==> config.mk <==
export PLATFORM = sky130hd
export DESIGN_NAME = cache_access_arbiter_flat
export DESIGN_NICKNAME = d
export VERILOG_FILES = /design/src/rtl/cache_access_arbiter_if.sv /design/src/rtl/cache_access_arbiter.sv /design/src/flat_wrapper.sv
export SDC_FILE = /design/constraint.sdc
export NUM_CORES = 1
export LEC_CHECK = 0
export ABC_AREA = 1
export BUFFER_PORTS_ARGS = -buffer_cell sky130_fd_sc_hd__buf_2
export CELL_PAD_IN_SITES_DETAIL_PLACEMENT = 0
export CELL_PAD_IN_SITES_GLOBAL_PLACEMENT = 1
export CORE_MARGIN = 1.5
export CORE_UTILIZATION = 32
export CTS_CLUSTER_SIZE = 25
export DETAILED_ROUTE_END_ITERATION = 12
export PLACE_DENSITY_LB_ADDON = 0.1
export SYNTH_ARGS = -nofsm -noshare
export SYNTH_HDL_FRONTEND = slang
export SYNTH_SLANG_ARGS = --single-unit
==> constraint.sdc <==
create_clock -name clk -period 1.54 [get_ports clk]
set_clock_uncertainty 0.05 [all_clocks]
set_input_delay 0.154 -clock clk [delete_from_list [all_inputs] [get_ports clk]]
set_output_delay 0.154 -clock clk [all_outputs]
set_load 0.02 [all_outputs]
==> src/rtl/cache_access_arbiter_if.sv <==
`default_nettype none
// ============================================================================
// Module   : cache_access_arbiter_if
// Purpose  : Bundles the requester, subsystem and statistics signals of the
//            cache access arbiter.
//            master : requesters / subsystem / stats client side
//            slave  : the arbiter itself
// Signals  : req0/addr0, req1/addr1       requester inputs
//            ack0, ack1, rsp_hit, rsp_err  completion pulse and result
//            sub_req/sub_addr              request towards the subsystem
//            sub_done/sub_hit              subsystem completion and hit flag
//            clr_stats                     synchronous counter clear
//            access_cnt/hit_cnt            saturating statistics
//            busy                          arbiter not idle
// Revision : 1.0 - initial release
// ============================================================================
interface cache_access_arbiter_if #(
    parameter int ADDR_W = 15,
    parameter int CNT_W  = 16
);
    logic              req0;
    logic [ADDR_W-1:0] addr0;
    logic              req1;
    logic [ADDR_W-1:0] addr1;
    logic              ack0;
    logic              ack1;
    logic              rsp_hit;
    logic              rsp_err;
    logic              sub_req;
    logic [ADDR_W-1:0] sub_addr;
    logic              sub_done;
    logic              sub_hit;
    logic              clr_stats;
    logic [CNT_W-1:0]  access_cnt;
    logic [CNT_W-1:0]  hit_cnt;
    logic              busy;

    modport master (
        output req0, addr0, req1, addr1, sub_done, sub_hit, clr_stats,
        input  ack0, ack1, rsp_hit, rsp_err, sub_req, sub_addr,
               access_cnt, hit_cnt, busy
    );

    modport slave (
        input  req0, addr0, req1, addr1, sub_done, sub_hit, clr_stats,
        output ack0, ack1, rsp_hit, rsp_err, sub_req, sub_addr,
               access_cnt, hit_cnt, busy
    );
endinterface
`default_nettype wire

==> src/rtl/cache_access_arbiter.sv <==
`default_nettype none
// ============================================================================
// Module   : cache_access_arbiter
// Purpose  : Round-robin front end for two requesters sharing the cache /
//            main-memory subsystem. Holds the winning address on the
//            subsystem until it completes, returns hit/miss to the winner,
//            aborts with an error after TIMEOUT busy cycles, and keeps
//            saturating access/hit counters.
// Ports    : clk  - system clock, rising edge
//            rst  - synchronous reset, active low
//            bus  - cache_access_arbiter_if.slave (requesters, subsystem,
//                   statistics, busy)
// Revision : 1.0 - initial release
// ============================================================================
module cache_access_arbiter #(
    parameter int ADDR_W  = 15,
    parameter int CNT_W   = 16,
    parameter int TIMEOUT = 64
) (
    input  wire logic             clk,
    input  wire logic             rst,
    cache_access_arbiter_if.slave bus
);

    localparam int                c_tmr_w    = (TIMEOUT > 2) ? $clog2(TIMEOUT) : 1;
    localparam logic [c_tmr_w-1:0] c_tmr_last = c_tmr_w'(TIMEOUT - 1);
    localparam logic [CNT_W-1:0]  c_cnt_max  = '1;

    typedef enum logic [1:0] {
        ST_IDLE = 2'd0,
        ST_BUSY = 2'd1,
        ST_RESP = 2'd2
    } state_t;

    state_t              r_state;
    logic                r_last_grant;
    logic                r_grant_id;
    logic [c_tmr_w-1:0]  r_timer;
    logic                r_sub_req;
    logic [ADDR_W-1:0]   r_sub_addr;
    logic                r_ack0;
    logic                r_ack1;
    logic                r_rsp_hit;
    logic                r_rsp_err;
    logic                r_busy;
    logic [CNT_W-1:0]    r_access_cnt;
    logic [CNT_W-1:0]    r_hit_cnt;

    // Port 1 wins when it is the only requester, or when both request and
    // port 0 was the most recent winner.
    logic w_any_req;
    logic w_pick1;
    assign w_any_req = bus.req0 | bus.req1;
    assign w_pick1   = bus.req1 & (~bus.req0 | ~r_last_grant);

    always_ff @(posedge clk) begin
        if (!rst) begin
            r_state      <= ST_IDLE;
            r_last_grant <= 1'b1;
            r_grant_id   <= 1'b0;
            r_timer      <= '0;
            r_sub_req    <= 1'b0;
            r_sub_addr   <= '0;
            r_ack0       <= 1'b0;
            r_ack1       <= 1'b0;
            r_rsp_hit    <= 1'b0;
            r_rsp_err    <= 1'b0;
            r_busy       <= 1'b0;
            r_access_cnt <= '0;
            r_hit_cnt    <= '0;
        end else begin
            case (r_state)
                ST_IDLE: begin
                    if (w_any_req) begin
                        r_grant_id <= w_pick1;
                        r_sub_addr <= w_pick1 ? bus.addr1 : bus.addr0;
                        r_timer    <= '0;
                        r_sub_req  <= 1'b1;
                        r_busy     <= 1'b1;
                        r_state    <= ST_BUSY;
                    end
                end

                ST_BUSY: begin
                    r_timer <= r_timer + 1'b1;
                    // A completion in the last allowed cycle is still a
                    // normal completion, so sub_done is tested first.
                    if (bus.sub_done || (r_timer == c_tmr_last)) begin
                        r_rsp_hit <= bus.sub_done & bus.sub_hit;
                        r_rsp_err <= ~bus.sub_done;
                        r_sub_req <= 1'b0;
                        r_ack0    <= ~r_grant_id;
                        r_ack1    <= r_grant_id;
                        r_state   <= ST_RESP;
                    end
                end

                ST_RESP: begin
                    r_ack0       <= 1'b0;
                    r_ack1       <= 1'b0;
                    r_rsp_hit    <= 1'b0;
                    r_rsp_err    <= 1'b0;
                    r_busy       <= 1'b0;
                    r_last_grant <= r_grant_id;
                    r_state      <= ST_IDLE;
                end

                default: begin
                    r_sub_req <= 1'b0;
                    r_ack0    <= 1'b0;
                    r_ack1    <= 1'b0;
                    r_rsp_hit <= 1'b0;
                    r_rsp_err <= 1'b0;
                    r_busy    <= 1'b0;
                    r_state   <= ST_IDLE;
                end
            endcase

            // Statistics: a clear beats any increment in the same cycle;
            // timed-out accesses are not counted.
            if (bus.clr_stats) begin
                r_access_cnt <= '0;
                r_hit_cnt    <= '0;
            end else if ((r_state == ST_RESP) && !r_rsp_err) begin
                if (r_access_cnt != c_cnt_max) begin
                    r_access_cnt <= r_access_cnt + 1'b1;
                end
                if (r_rsp_hit && (r_hit_cnt != c_cnt_max)) begin
                    r_hit_cnt <= r_hit_cnt + 1'b1;
                end
            end
        end
    end

    assign bus.ack0       = r_ack0;
    assign bus.ack1       = r_ack1;
    assign bus.rsp_hit    = r_rsp_hit;
    assign bus.rsp_err    = r_rsp_err;
    assign bus.sub_req    = r_sub_req;
    assign bus.sub_addr   = r_sub_addr;
    assign bus.access_cnt = r_access_cnt;
    assign bus.hit_cnt    = r_hit_cnt;
    assign bus.busy       = r_busy;

endmodule
`default_nettype wire

==> src/flat_wrapper.sv <==
// flat-port wrapper written by rule: the top's interface ports become plain ports
module cache_access_arbiter_flat 
#(
    parameter int ADDR_W  = 15,
    parameter int CNT_W   = 16,
    parameter int TIMEOUT = 64
)
  (clk, rst, bus_req0, bus_addr0, bus_req1, bus_addr1, bus_sub_done, bus_sub_hit, bus_clr_stats, bus_ack0, bus_ack1, bus_rsp_hit, bus_rsp_err, bus_sub_req, bus_sub_addr, bus_access_cnt, bus_hit_cnt, bus_busy);
  cache_access_arbiter_if #(.ADDR_W(ADDR_W), .CNT_W(CNT_W)) bus_i ();
  input  wire logic clk;
  input  wire logic rst;
  input wire logic [$bits(bus_i.req0)-1:0] bus_req0;
  input wire logic [$bits(bus_i.addr0)-1:0] bus_addr0;
  input wire logic [$bits(bus_i.req1)-1:0] bus_req1;
  input wire logic [$bits(bus_i.addr1)-1:0] bus_addr1;
  input wire logic [$bits(bus_i.sub_done)-1:0] bus_sub_done;
  input wire logic [$bits(bus_i.sub_hit)-1:0] bus_sub_hit;
  input wire logic [$bits(bus_i.clr_stats)-1:0] bus_clr_stats;
  output wire logic [$bits(bus_i.ack0)-1:0] bus_ack0;
  output wire logic [$bits(bus_i.ack1)-1:0] bus_ack1;
  output wire logic [$bits(bus_i.rsp_hit)-1:0] bus_rsp_hit;
  output wire logic [$bits(bus_i.rsp_err)-1:0] bus_rsp_err;
  output wire logic [$bits(bus_i.sub_req)-1:0] bus_sub_req;
  output wire logic [$bits(bus_i.sub_addr)-1:0] bus_sub_addr;
  output wire logic [$bits(bus_i.access_cnt)-1:0] bus_access_cnt;
  output wire logic [$bits(bus_i.hit_cnt)-1:0] bus_hit_cnt;
  output wire logic [$bits(bus_i.busy)-1:0] bus_busy;
  assign bus_i.req0 = bus_req0;
  assign bus_i.addr0 = bus_addr0;
  assign bus_i.req1 = bus_req1;
  assign bus_i.addr1 = bus_addr1;
  assign bus_i.sub_done = bus_sub_done;
  assign bus_i.sub_hit = bus_sub_hit;
  assign bus_i.clr_stats = bus_clr_stats;
  assign bus_ack0 = bus_i.ack0;
  assign bus_ack1 = bus_i.ack1;
  assign bus_rsp_hit = bus_i.rsp_hit;
  assign bus_rsp_err = bus_i.rsp_err;
  assign bus_sub_req = bus_i.sub_req;
  assign bus_sub_addr = bus_i.sub_addr;
  assign bus_access_cnt = bus_i.access_cnt;
  assign bus_hit_cnt = bus_i.hit_cnt;
  assign bus_busy = bus_i.busy;
  cache_access_arbiter #(.ADDR_W(ADDR_W), .CNT_W(CNT_W), .TIMEOUT(TIMEOUT)) u_core (.clk(clk), .rst(rst), .bus(bus_i));
endmodule
* Word-level counts from Yosys, hierarchy flattened
Index checks and enable logic that the tools add are counted.
** Operators by class
- Add/sub/neg operators :: 3
- Equal/unequal tests :: 7
- Multiplexer cells :: 18
- Bitwise logic cells :: 12
- Reduce and logical (&&, ||, !) cells :: 15
** Operators by type and width (count)
- $add A16 B1 Y16 const B :: 2
- $ne A16 B16 Y1 const B :: 2
- $mux W15 :: 1
- $reduce_and A2 Y1 :: 7
- $pmux W6 S2 :: 1
- $pmux W1 S2 :: 5
- $not A1 Y1 :: 8
- $add A6 B1 Y6 const B :: 1
- $eq A6 B6 Y1 const B :: 1
- $mux W1 :: 6
- $mux W6 :: 1
- $mux W2 :: 2
- $ne A2 B1 Y1 const B :: 2
- $pmux W2 S2 :: 1
- $pmux W1 S3 :: 1
- $reduce_and A3 Y1 :: 1
- $and A1 B1 Y1 :: 2
- $eq A2 B1 Y1 const B :: 1
- $eq A2 B2 Y1 const B :: 1
- $logic_and A1 B1 Y1 :: 2
- $logic_not A2 Y1 :: 1
- $or A1 B1 Y1 :: 2
- $reduce_bool A2 Y1 :: 1
- $reduce_or A2 Y1 :: 1
- 2 further kinds :: 2
** Word-level totals
- Flip-flop bits (word level) :: 63
- Input port bits :: 37
- Output and inout bits :: 53
- Word-level logic and storage cells :: 68

* Depth between registers and ports, before layout
Gate-level depths: netlist of run 1.
- Depth in word-level cells :: 4
- Mapped depth :: 10
- Mapped depth without buffers :: 10

* Worst setup path before layout of run 1
No wires, ideal clock.
- Path kind :: register to register
- Start point :: reg u_core.r_hit_cnt[0], in the netlist u_core.bus.hit_cnt[0]
- End point :: reg u_core.r_hit_cnt[12], in the netlist u_core.bus.hit_cnt[12]
- Arrival time :: 1.497 ns
- Setup slack :: -0.122 ns
- Stages on the path, launching flop included :: 10
- Path buffers :: 1
- Period minus slack after synthesis :: 1.662 ns
- Cells stage by stage :: dfxtp_1 ha_1 nand2_1 nor2_2 nand2_1 nor2_2 nor2_4 buf_6 a21oi_1 nor2_1
** Between the ends
- Word-level cells in the longest chain between the ends :: 3
- Elaborated cells between the ends (all ways) :: 4
- Those cells by class :: 1 x add/sub; 1 x eq/ne; 2 x reduce/logical
** RTL lines
- from (decl) :: RTL line cache_access_arbiter.sv:47 : logic [CNT_W-1:0] r_hit_cnt;
- from (signal assigned) :: RTL line cache_access_arbiter.sv:129 : r_hit_cnt <= r_hit_cnt + 1'b1;
- parallel branches: the longest is 3 deep, another holds $add A16 B1 Y16
Parallel ways; which one is timed is not known.
A chain may end at the register's enable or synchronous reset.

* Worst setup path after layout of run 1
- Start point :: reg u_core.r_access_cnt[0], in the netlist u_core.bus.access_cnt[0]
- End point :: reg u_core.r_access_cnt[13], in the netlist u_core.bus.access_cnt[13]
** Between the ends
- Word-level cells in the longest chain between the ends :: 2
- Elaborated cells between the ends (all ways) :: 3
- Those cells by class :: 1 x add/sub; 1 x eq/ne; 1 x reduce/logical
** RTL lines
- from (decl) :: RTL line cache_access_arbiter.sv:46 : logic [CNT_W-1:0] r_access_cnt;
- from (signal assigned) :: RTL line cache_access_arbiter.sv:126 : r_access_cnt <= r_access_cnt + 1'b1;
- parallel branches: the longest is 2 deep, another holds $add A16 B1 Y16
Parallel ways; which one is timed is not known.

==> key figures, run 1 <==
CTS
  • Max clock buf depth: 2
  • Hold buffers post-CTS: 0
  • CTS tree: built
  • Worst-path clk slew: 0.07 ns
  • CTS Sinks: between 60 and 70
  • Root Driver: clkbuf_8
  • Number of H-tree levels: 3
  • Num CTS Buffers: 9
  • Worst skew pair latency: about 0.34 ns

Logic synthesis
  • Sequential share of the synthesized area: 0.399
  • Largest family of logic cells by synthesized area: simple AND/OR/NAND/NOR gates
  • Syn_nets: approximately 530
  • Yosys warnings: 0
  • Post-Syn Instances: about 490
  • Mux contribution to synthesized area: 0
  • Post-Synth Simple-Gate Area: 0.393
  • Synth unique cells: 26
  • Seq cells post-synth: 63
  • Compound-gate portion of the synthesized area: 0.110
  • Syn avg cell area: 6.50 um2
  • Synth Area in XOR/XNOR: 0.00277
  • Synth Area in Adders: 0.0119
  • Area of the mapped netlist: roughly 3200 um2

Worst hold path
  • Worst hold path class: input port to flip-flop

Worst setup path
  • Worst path required time: approximately 1.7 ns
  • CP Max Fanout: 7
  • Startpoint Class: flip-flop
  • CP arrival: 1.62 ns
  • CP Buf/Inv Count: 2
  • Critical path class: flip-flop to flip-flop
  • Family with the most delay on the worst path: simple AND/OR/NAND/NOR gates
  • Crit-path cells: ha_1 -> inv_1 -> nor2_4 -> nand2_2 -> nor2_8 -> inv_2 -> a21oi_1 -> nor2_1
  • Endpoint class of the critical path: flip-flop
  • CP max stage cell: dfxtp_2
  • Worst path max stage delay: approximately 0.35 ns

Layout
  • Share of post-route cells with drive strength above 1: 0.311
  • Commonest non-fill, non-tap cells in the layout: nand2_1, buf_2, nor2_1, dfxtp_1, inv_1
  • Most common cell after layout, fill and taps aside: nand2_1
  • Register area: 1270 um2
  • Fill count: 1057
  • Nets: around 660
  • Fin util: 0.453
  • Diodes inserted: 0
  • Finished Cell Area: between 4000 and 5000 um2
  • Area taken by multi-input logic gates: 1750 um2
  • P&R area growth vs syn: 38.6%

Timing
  • RSZ-0062 raised after global routing: true
  • Final Hold Fails: 0
  • Worst Slack Setup Final: 0.0950 ns
  • Final setup viols: 0
  • Worst-Margin Slew: roughly 0.52 ns
  • Pins Over Slew Limit: 0
  • Crit share post-route: 0.938
  • Minimum clock period: 1.44 ns
  • Fmax achieved: around 690 MHz
  • Slew headroom: 0.655

Die
  • Die Area: between 10000 and 15000 um2
  • Core Region: between 9000 and 10000 um2
  • Starting Density: 0.327
  • Chip width: a little over 100 um
  • Die H: 102 um
  • I/O pins: 90
  • FP Rows: 36

GRT
  • Vias in the first global route: 3125
  • Gr usage total: 0.170
  • Total grt overflow: 0
  • Global-route wire length before repair: around 14000 um
  • Antenna violations before repair: 0
  • Largest net degree at the start of global routing: 33

Routing
  • Drt pass-1 iters: 4
  • DR vias: 3442
  • Post-DR vias/cell: roughly 4.6
  • Final WL: 8670 um
  • DR iter-0 viols: 74
  • Drt wl/cell: 11.5 um
  • Remaining DRCs: 0
  • Remaining antenna violation count after routing: 0

Run
  • Max Cap Violations: 0

Placed design
  • Placed cell area: approximately 4000 um2
  • I/O Buffers: 89
  • Pre-CTS setup slack: -0.0129 ns
  • DPL Wire Length: around 6200 um
  • Final GP Congestion: between 0.7 and 0.8

Pwr
  • Lkg Pwr: between 1.5 and 2 nW
  • Peak supply drop: ~0.38 mV
  • PwrDens: between 800 and 900 nW/um2

Run status
  • Status: finished, final reports clean
## state kept, by name, indices dropped and copies added (netlist names), 2 cells and up
name / cells
u_core.bus.access_cnt: 16
u_core.bus.hit_cnt: 16
u_core.bus.sub_addr: 15
u_core.r_state: 2
u_core.r_timer: 6
## report_power, final
part,leakage (nW),internal [mW],switching [mW]
logic,1.37,0.203,0.331
registers,0.518,1.70,0.0378
clock network,0.108,0.811,0.667
## per-layer routing
layer | GRT usage | vias up | part of all wire | routed length, um
li1 | - | 1820 | - | -
met1 | 0.231 | 1535 | 0.49 | 4290
met2 | 0.256 | 78 | 0.43 | 3760
met3 | 0.0479 | 9 | 0.061 | 527
met4 | 0.0632 | 0 | 0.011 | 92
met5 | 0 | - | 0 | 0
## synth_stat cells (all sizes together)
library cell / n / share of area
o21bai: 1 / 0.0024
ha: 3 / 0.012
buf: 8 / 0.019
nand4: 7 / 0.014
clkbuf: 6 / 0.0071
xor2: 1 / 0.0028
nand3b: 1 / 0.0024
clkinv: 2 / 0.0024
nand2: 143 / 0.17
a21oi: 23 / 0.036
nor3: 2 / 0.0032
nand3: 46 / 0.076
inv: 47 / 0.056
nor2: 94 / 0.13
o21ai: 23 / 0.038
a211oi: 1 / 0.0024
dfxtp: 63 / 0.40
a31oi: 16 / 0.032
## through the flow
step / hold WS (ns) / std cells / TNS (ns) / power, mW
final: 0.0188 / 754 / 0 / 3.75
after global routing: 0.0106 / 754 / -0.0636 / 3.95
after CTS: 0.00515 / 749 / 0 / 3.80
after detailed placement: 0.374 / 733 / -0.0262 / 2.30
after global placement: 0.366 / 733 / 0 / 2.30
after floorplan: 0.255 / 487 / -0.000264 / 2.09
## worst min-delay path: stages
cell and delay [ns]:
buf_2 0.09, nand2_1 0.05, a31oi_1 0.06
## path summary, 6_finish.rpt
path	startpoint	endpoint	slack (ns)	cells after the start
worst max-delay path	u_core.bus.access_cnt[0]	u_core.bus.access_cnt[13]	0.1	8
worst max register to register	u_core.bus.access_cnt[0]	u_core.bus.access_cnt[13]	0.1	8
worst min register to register	u_core.bus.busy	u_core.bus.busy	0.42	2
worst min-delay path	bus_addr1[12]	u_core.bus.sub_addr[12]	0.02	3
## kinds of logic (layout without fill, tap and decap cells)
group / Yosys count / after routing
buffers and inverters: 63 / 196
and+or+nand+nor: 293 / 294
xor gates and xnor gates: 1 / 1
DFF: 63 / 63
adders and majority gates: 3 / 3
AOI/OAI and AO/OA: 64 / 64
## cell type report
class	instances	area share
Timing Repair Buffer	131	0.183
Multi-Input combinational cell	362	0.399
Tap cell	133	0.0379
Clock buffer	14	0.0442
Clock inverter	2	0.00228
Sequential cell	63	0.291
Inverter	49	0.0428
## repair_timing
action,CTS,global route
gates resized for setup,2,32
setup buffers,0,4
gates cloned,0,1
setup endpoints to repair,5,30
pin swaps,0,7
No activity file was read; power rests on OpenSTA's default activity.
==> run 2: changes to the inputs <==
- CELL_PAD_IN_SITES_DETAIL_PLACEMENT: 0 -> default
- CELL_PAD_IN_SITES_GLOBAL_PLACEMENT: 1 -> default
- CORE_UTILIZATION: 32 -> 40
- PLACE_DENSITY: default -> 0.66
- PLACE_DENSITY_LB_ADDON: 0.1 -> default
==> run 2 against run 1 <==
- clock power down 5%
- critical path depth up 1
- combinational power down 3%
- final area down 3.2%
- maximum frequency down 3.7%
- power down 2.1%
==> key figures, run 2 (same netlist as run 1, synthesis figures left out) <==
Routing
  • Drt pass-1 iters: 4
  • Drt wl/cell: roughly 11 um
  • Post-DR vias/cell: about 4.8
  • Remaining antenna violation count after routing: 0
  • Final WL: roughly 8000 um
  • DR iter-0 viols: ~110
  • Remaining DRCs: 0
  • DR vias: between 3000 and 4000

Run status
  • Status: finished, final reports clean

Worst setup path
  • CP Buf/Inv Count: 1
  • Worst path required time: roughly 1.7 ns
  • CP startpoint: u_core.bus.hit_cnt[0]
  • Family with the most delay on the worst path: simple AND/OR/NAND/NOR gates
  • CP Max Fanout: 10
  • CP max stage cell: dfxtp_4
  • Startpoint Class: flip-flop
  • Endpoint class of the critical path: flip-flop
  • Worst flop-to-flop path startpoint: u_core.bus.hit_cnt[0]
  • CP arrival: ~1.7 ns
  • Crit-path cells: ha_4 -> nand2_2 -> nor2_4 -> nand2_2 -> nor2_4 -> nor2_4 -> buf_4 -> a21oi_1 -> nor2_1
  • Worst path max stage delay: 0.36 ns
  • Worst reg2reg setup slack: roughly 0.04 ns
  • CP most frequent cell: nor2_4
  • Critical path class: flip-flop to flip-flop

Layout
  • Nets: around 650
  • Register area: between 1000 and 1500 um2
  • P&R area growth vs syn: 34.2%
  • Fin util: 0.552
  • Commonest non-fill, non-tap cells in the layout: nand2_1, buf_2, nor2_1, dfxtp_1, inv_1
  • Share of post-route cells with drive strength above 1: 0.299
  • Area taken by multi-input logic gates: 1730 um2
  • Fill count: just under 800
  • Finished Cell Area: between 4000 and 5000 um2
  • Most common cell after layout, fill and taps aside: nand2_1
  • Diodes inserted: 0

Worst hold path
  • Worst hold path class: input port to flip-flop
  • Hold Crit Start: bus_addr1[12]

GRT
  • Antenna violations before repair: 0
  • Gr usage total: 0.189
  • Largest net degree at the start of global routing: 33
  • Global-route wire length before repair: 13100 um
  • Total grt overflow: 0
  • Vias in the first global route: ~3100

CTS
  • Number of H-tree levels: 3
  • Hold buffers post-CTS: 0
  • Num CTS Buffers: 9
  • CTS tree: built
  • Worst-path clk slew: 0.07 ns
  • Worst skew pair latency: around 0.33 ns
  • CTS Sinks: 63
  • Max clock buf depth: 2
  • Root Driver: clkbuf_8

Timing
  • Pins Over Slew Limit: 0
  • Crit share post-route: 0.974
  • Setup_tns: 0 ns
  • Final hold slack: slightly below 0.03 ns
  • Slew headroom: 0.687
  • RSZ-0062 raised after global routing: true
  • Worst-Margin Slew: 0.469 ns
  • Final Hold Fails: 0
  • Minimum clock period: about 1.5 ns
  • Final setup viols: 0
  • Fmax achieved: ~670 MHz

Pwr
  • PwrDens: 865 nW/um2
  • Total power: ~3.7 mW
  • Peak supply drop: about 0.42 mV
  • Lkg Pwr: ~1.9 nW

Die
  • Starting Density: 0.412
  • Die Area: between 8000 and 9000 um2
  • Die H: ~92 um
  • Chip width: ~92 um
  • Core Region: 7690 um2
  • FP Rows: 32
  • I/O pins: 90

Placed design
  • I/O Buffers: roughly 90
  • DPL Wire Length: 5790 um
  • Final GP Congestion: ~0.83
  • Placed cell area: around 3900 um2

Run
  • Max Cap Violations: 0
## run 2: cell types whose count changed in the layout (fill, tap and decap cells not counted), sizes merged
cell and change:
nor2 -1, bufinv +1, clkinvlp -1, buf -7, inv +1, clkinv +1
clkbuf -2
## run 2: layout make-up
class | count | area share
sequential | 63 | 0.301
timing repair buffer | 124 | 0.173
clock buffer | 12 | 0.0342
inverter | 49 | 0.0433
tap | 102 | 0.0301
clock inverter | 4 | 0.0106
multi-input combinational | 361 | 0.408
## run 2: timing repair
item | CTS | global route
setup buffers | 0 | 6
resized for setup | 2 | 27
setup endpoints to repair | 5 | 32
pin swaps | 1 | 6
## run 2: through the flow
step	setup WS, ns	std cells
detailed placement	-0.0141	695
global route	-0.0314	715
floorplan	-0.000264	487
CTS	0.00685	711
global placement	0.0444	695
finish	0.0401	715
## run 2: final timing paths
kind | to | cells after the start
setup reg to reg | u_core.bus.hit_cnt[15] | 9
hold reg to reg | u_core.bus.sub_req | 2
hold / removal | u_core.bus.sub_addr[12] | 3
setup / recovery | u_core.bus.hit_cnt[15] | 9
## run 2: worst reg2reg max path, stage by stage, from the launching register on
cell	delay (ns)
dfxtp_4	0.36
ha_4	0.15
nand2_2	0.07
nor2_4	0.14
nand2_2	0.09
nor2_4	0.14
nor2_4	0.05
buf_4	0.17
a21oi_1	0.13
nor2_1	0.06
## run 2: where the power goes
part / internal, mW / switching, mW / total, mW
clock: 0.786 / 0.629 / 1.41
combinational: 0.197 / 0.322 / 0.518
sequential: 1.70 / 0.0386 / 1.74
total: 2.68 / 0.989 / 3.67
## run 2: per-layer routing
layer	vias up	routed length (um)	global-route usage
li1	1803	-	-
met1	1523	3710	0.228
met2	85	3820	0.327
met3	5	387	0.0431
met4	0	48	0.0679
met5	-	0	0
==> run 3: changes to the inputs <==
- REMOVE_ABC_BUFFERS: default -> 1
==> run 3 against run 2 <==
- sequential power barely moved
- power is 6.3% higher
- critical path depth decreased by 3
- maximum frequency rose by 2.0%
- final area increased by 2.5%
- utilization up 1.4 points
- setup slack improved by 0.029 ns
- non-clock buffer count up 8
- via count grew 2.1%
- routed wire length is 3.5% higher
- critical path type unchanged
- critical endpoint is now u_core.bus.ack0
- largest cell class unchanged
==> key figures, run 3 (same netlist as run 1, synthesis figures left out) <==
CTS
  • Root Driver: clkbuf_8
  • CTS Sinks: 63
  • Max clock buf depth: 2
  • Num CTS Buffers: 9
  • Worst skew pair latency: 0.34 ns
  • Worst-path clk slew: 0.07 ns
  • Hold buffers post-CTS: 0
  • CTS tree: built
  • Number of H-tree levels: 3

Layout
  • Nets: between 600 and 700
  • P&R area growth vs syn: 37.6%
  • Register area: around 1300 um2
  • Diodes inserted: 0
  • Most common cell after layout, fill and taps aside: nand2_1
  • Fill count: between 700 and 800
  • Area taken by multi-input logic gates: approximately 1700 um2
  • Commonest non-fill, non-tap cells in the layout: nand2_1, buf_2, nor2_1, dfxtp_1, inv_1
  • Share of post-route cells with drive strength above 1: 0.307

Run
  • Max Cap Violations: 0

Worst setup path
  • Startpoint Class: flip-flop
  • CP arrival: roughly 1.7 ns
  • Worst path max stage delay: ~0.37 ns
  • CP Buf/Inv Count: 0
  • Critical path class: flip-flop to flip-flop
  • Crit-path cells: ha_1 -> nand4_1 -> o21ai_2 -> nand2_2 -> nand3_1 -> o21ai_1
  • Worst path required time: approximately 1.7 ns
  • CP startpoint: u_core.r_timer[0]
  • Worst flop-to-flop path startpoint: u_core.r_timer[0]
  • Family with the most delay on the worst path: flip-flops
  • CP Max Fanout: 5
  • Endpoint class of the critical path: flip-flop
  • CP max stage cell: dfxtp_1

Pwr
  • Total power: between 3 and 4 mW
  • Lkg Pwr: 2.01 nW
  • Peak supply drop: just over 0.6 mV
  • PwrDens: 897 nW/um2

GRT
  • Met3 GRT Util: 0.0332
  • Gr usage total: 0.198
  • Antenna violations before repair: 0
  • Global-route wire length before repair: ~14000 um
  • Largest net degree at the start of global routing: 32
  • Global route hottest layer: met2
  • Met2 usage: 0.328
  • Vias in the first global route: approximately 3100
  • Routing usage on met1: 0.251
  • Total grt overflow: 0

Timing
  • Final hold slack: around 0.017 ns
  • Final setup viols: 0
  • Crit share post-route: 0.955
  • Pins Over Slew Limit: 0
  • Worst Slack Setup Final: a little under 0.07 ns
  • Final Hold Fails: 0
  • Minimum clock period: between 1 and 1.5 ns
  • Worst-Margin Slew: 0.509 ns
  • Slew headroom: 0.660
  • Fmax achieved: 680 MHz

Routing
  • DR iter-0 viols: between 90 and 100
  • Drt wl/cell: about 11 um
  • Post-DR vias/cell: slightly below 5
  • Final WL: just over 8000 um
  • Drt pass-1 iters: 4
  • Remaining DRCs: 0
  • DR vias: 3489
  • Remaining antenna violation count after routing: 0

Die
  • Core Region: between 7000 and 8000 um2
  • Die H: 91.9 um
  • Chip width: 91.9 um
  • Die Area: around 8500 um2
  • Starting Density: 0.412
  • I/O pins: 90
  • FP Rows: 32

Placed design
  • Pre-CTS setup slack: 0.0216 ns
  • DPL Wire Length: about 6000 um
  • I/O Buffers: 89
  • Final GP Congestion: between 0.8 and 0.9

Run status
  • Status: finished, final reports clean

Worst hold path
  • Worst hold path class: input port to flip-flop
  • Hold Crit Start: bus_addr0[14]
-- run 3: cell count changes in the layout (fill, tap and decap cells not counted), moves of 2 or more --
cell | before | now
dfxtp_4 | 2 | 0
clkinv_2 | 3 | 1
dfxtp_1 | 54 | 56
buf_4 | 33 | 39
-- run 3: worst paths after layout --
check,cells past startpoint,endpoint,slack (ns)
worst max-delay path,6,u_core.bus.ack0,0.07
worst min-delay path,3,u_core.bus.sub_addr[14],0.02
worst max register to register,6,u_core.bus.ack0,0.07
worst min register to register,2,u_core.bus.sub_req,0.41
-- run 3: worst min-delay path: cells and delay by family --
kind / cells / cell delay, ns
compound gates: 1 / 0.07
buf+inv: 1 / 0.09
simple gates: 1 / 0.05
-- run 3: cell type report --
| type | instances | area share |
|---|---|---|
| multi-input cells | 362 | 0.400 |
| clock buffers | 11 | 0.0325 |
| repair buffers | 132 | 0.186 |
| inverters | 49 | 0.0423 |
| well taps | 102 | 0.0293 |
| clock inverters | 5 | 0.0187 |
| flip-flops and latches | 63 | 0.292 |
-- run 3: timing repair --
item	CTS	global route
endpoints found under the setup margin	0	32
setup buffers	0	4
gates resized for setup	0	32
-- run 3: where the power goes --
group	internal (mW)	leakage (nW)	switching, mW
Clock	0.956	0.110	0.670
Combinational	0.206	1.38	0.330
Sequential	1.70	0.517	0.0385
Total	2.87	2.01	1.04
-- run 3: per-layer routing --
| layer | wire, um | vias up |
|---|---|---|
| met5 | 0 | - |
| met4 | 172 | 0 |
| met3 | 425 | 13 |
| met2 | 3790 | 98 |
| met1 | 3860 | 1552 |
| li1 | - | 1826 |
-- run 3: stage by stage --
stage	utilization	setup TNS, ns	instances	area [um2]
floorplan	-	-1.94	473	3080
global placement	0.519	0	703	3990
detailed placement	0.519	0	703	3990
CTS	0.548	0	719	4210
global route	0.566	-0.0624	724	4350
finish	0.566	0	724	4350
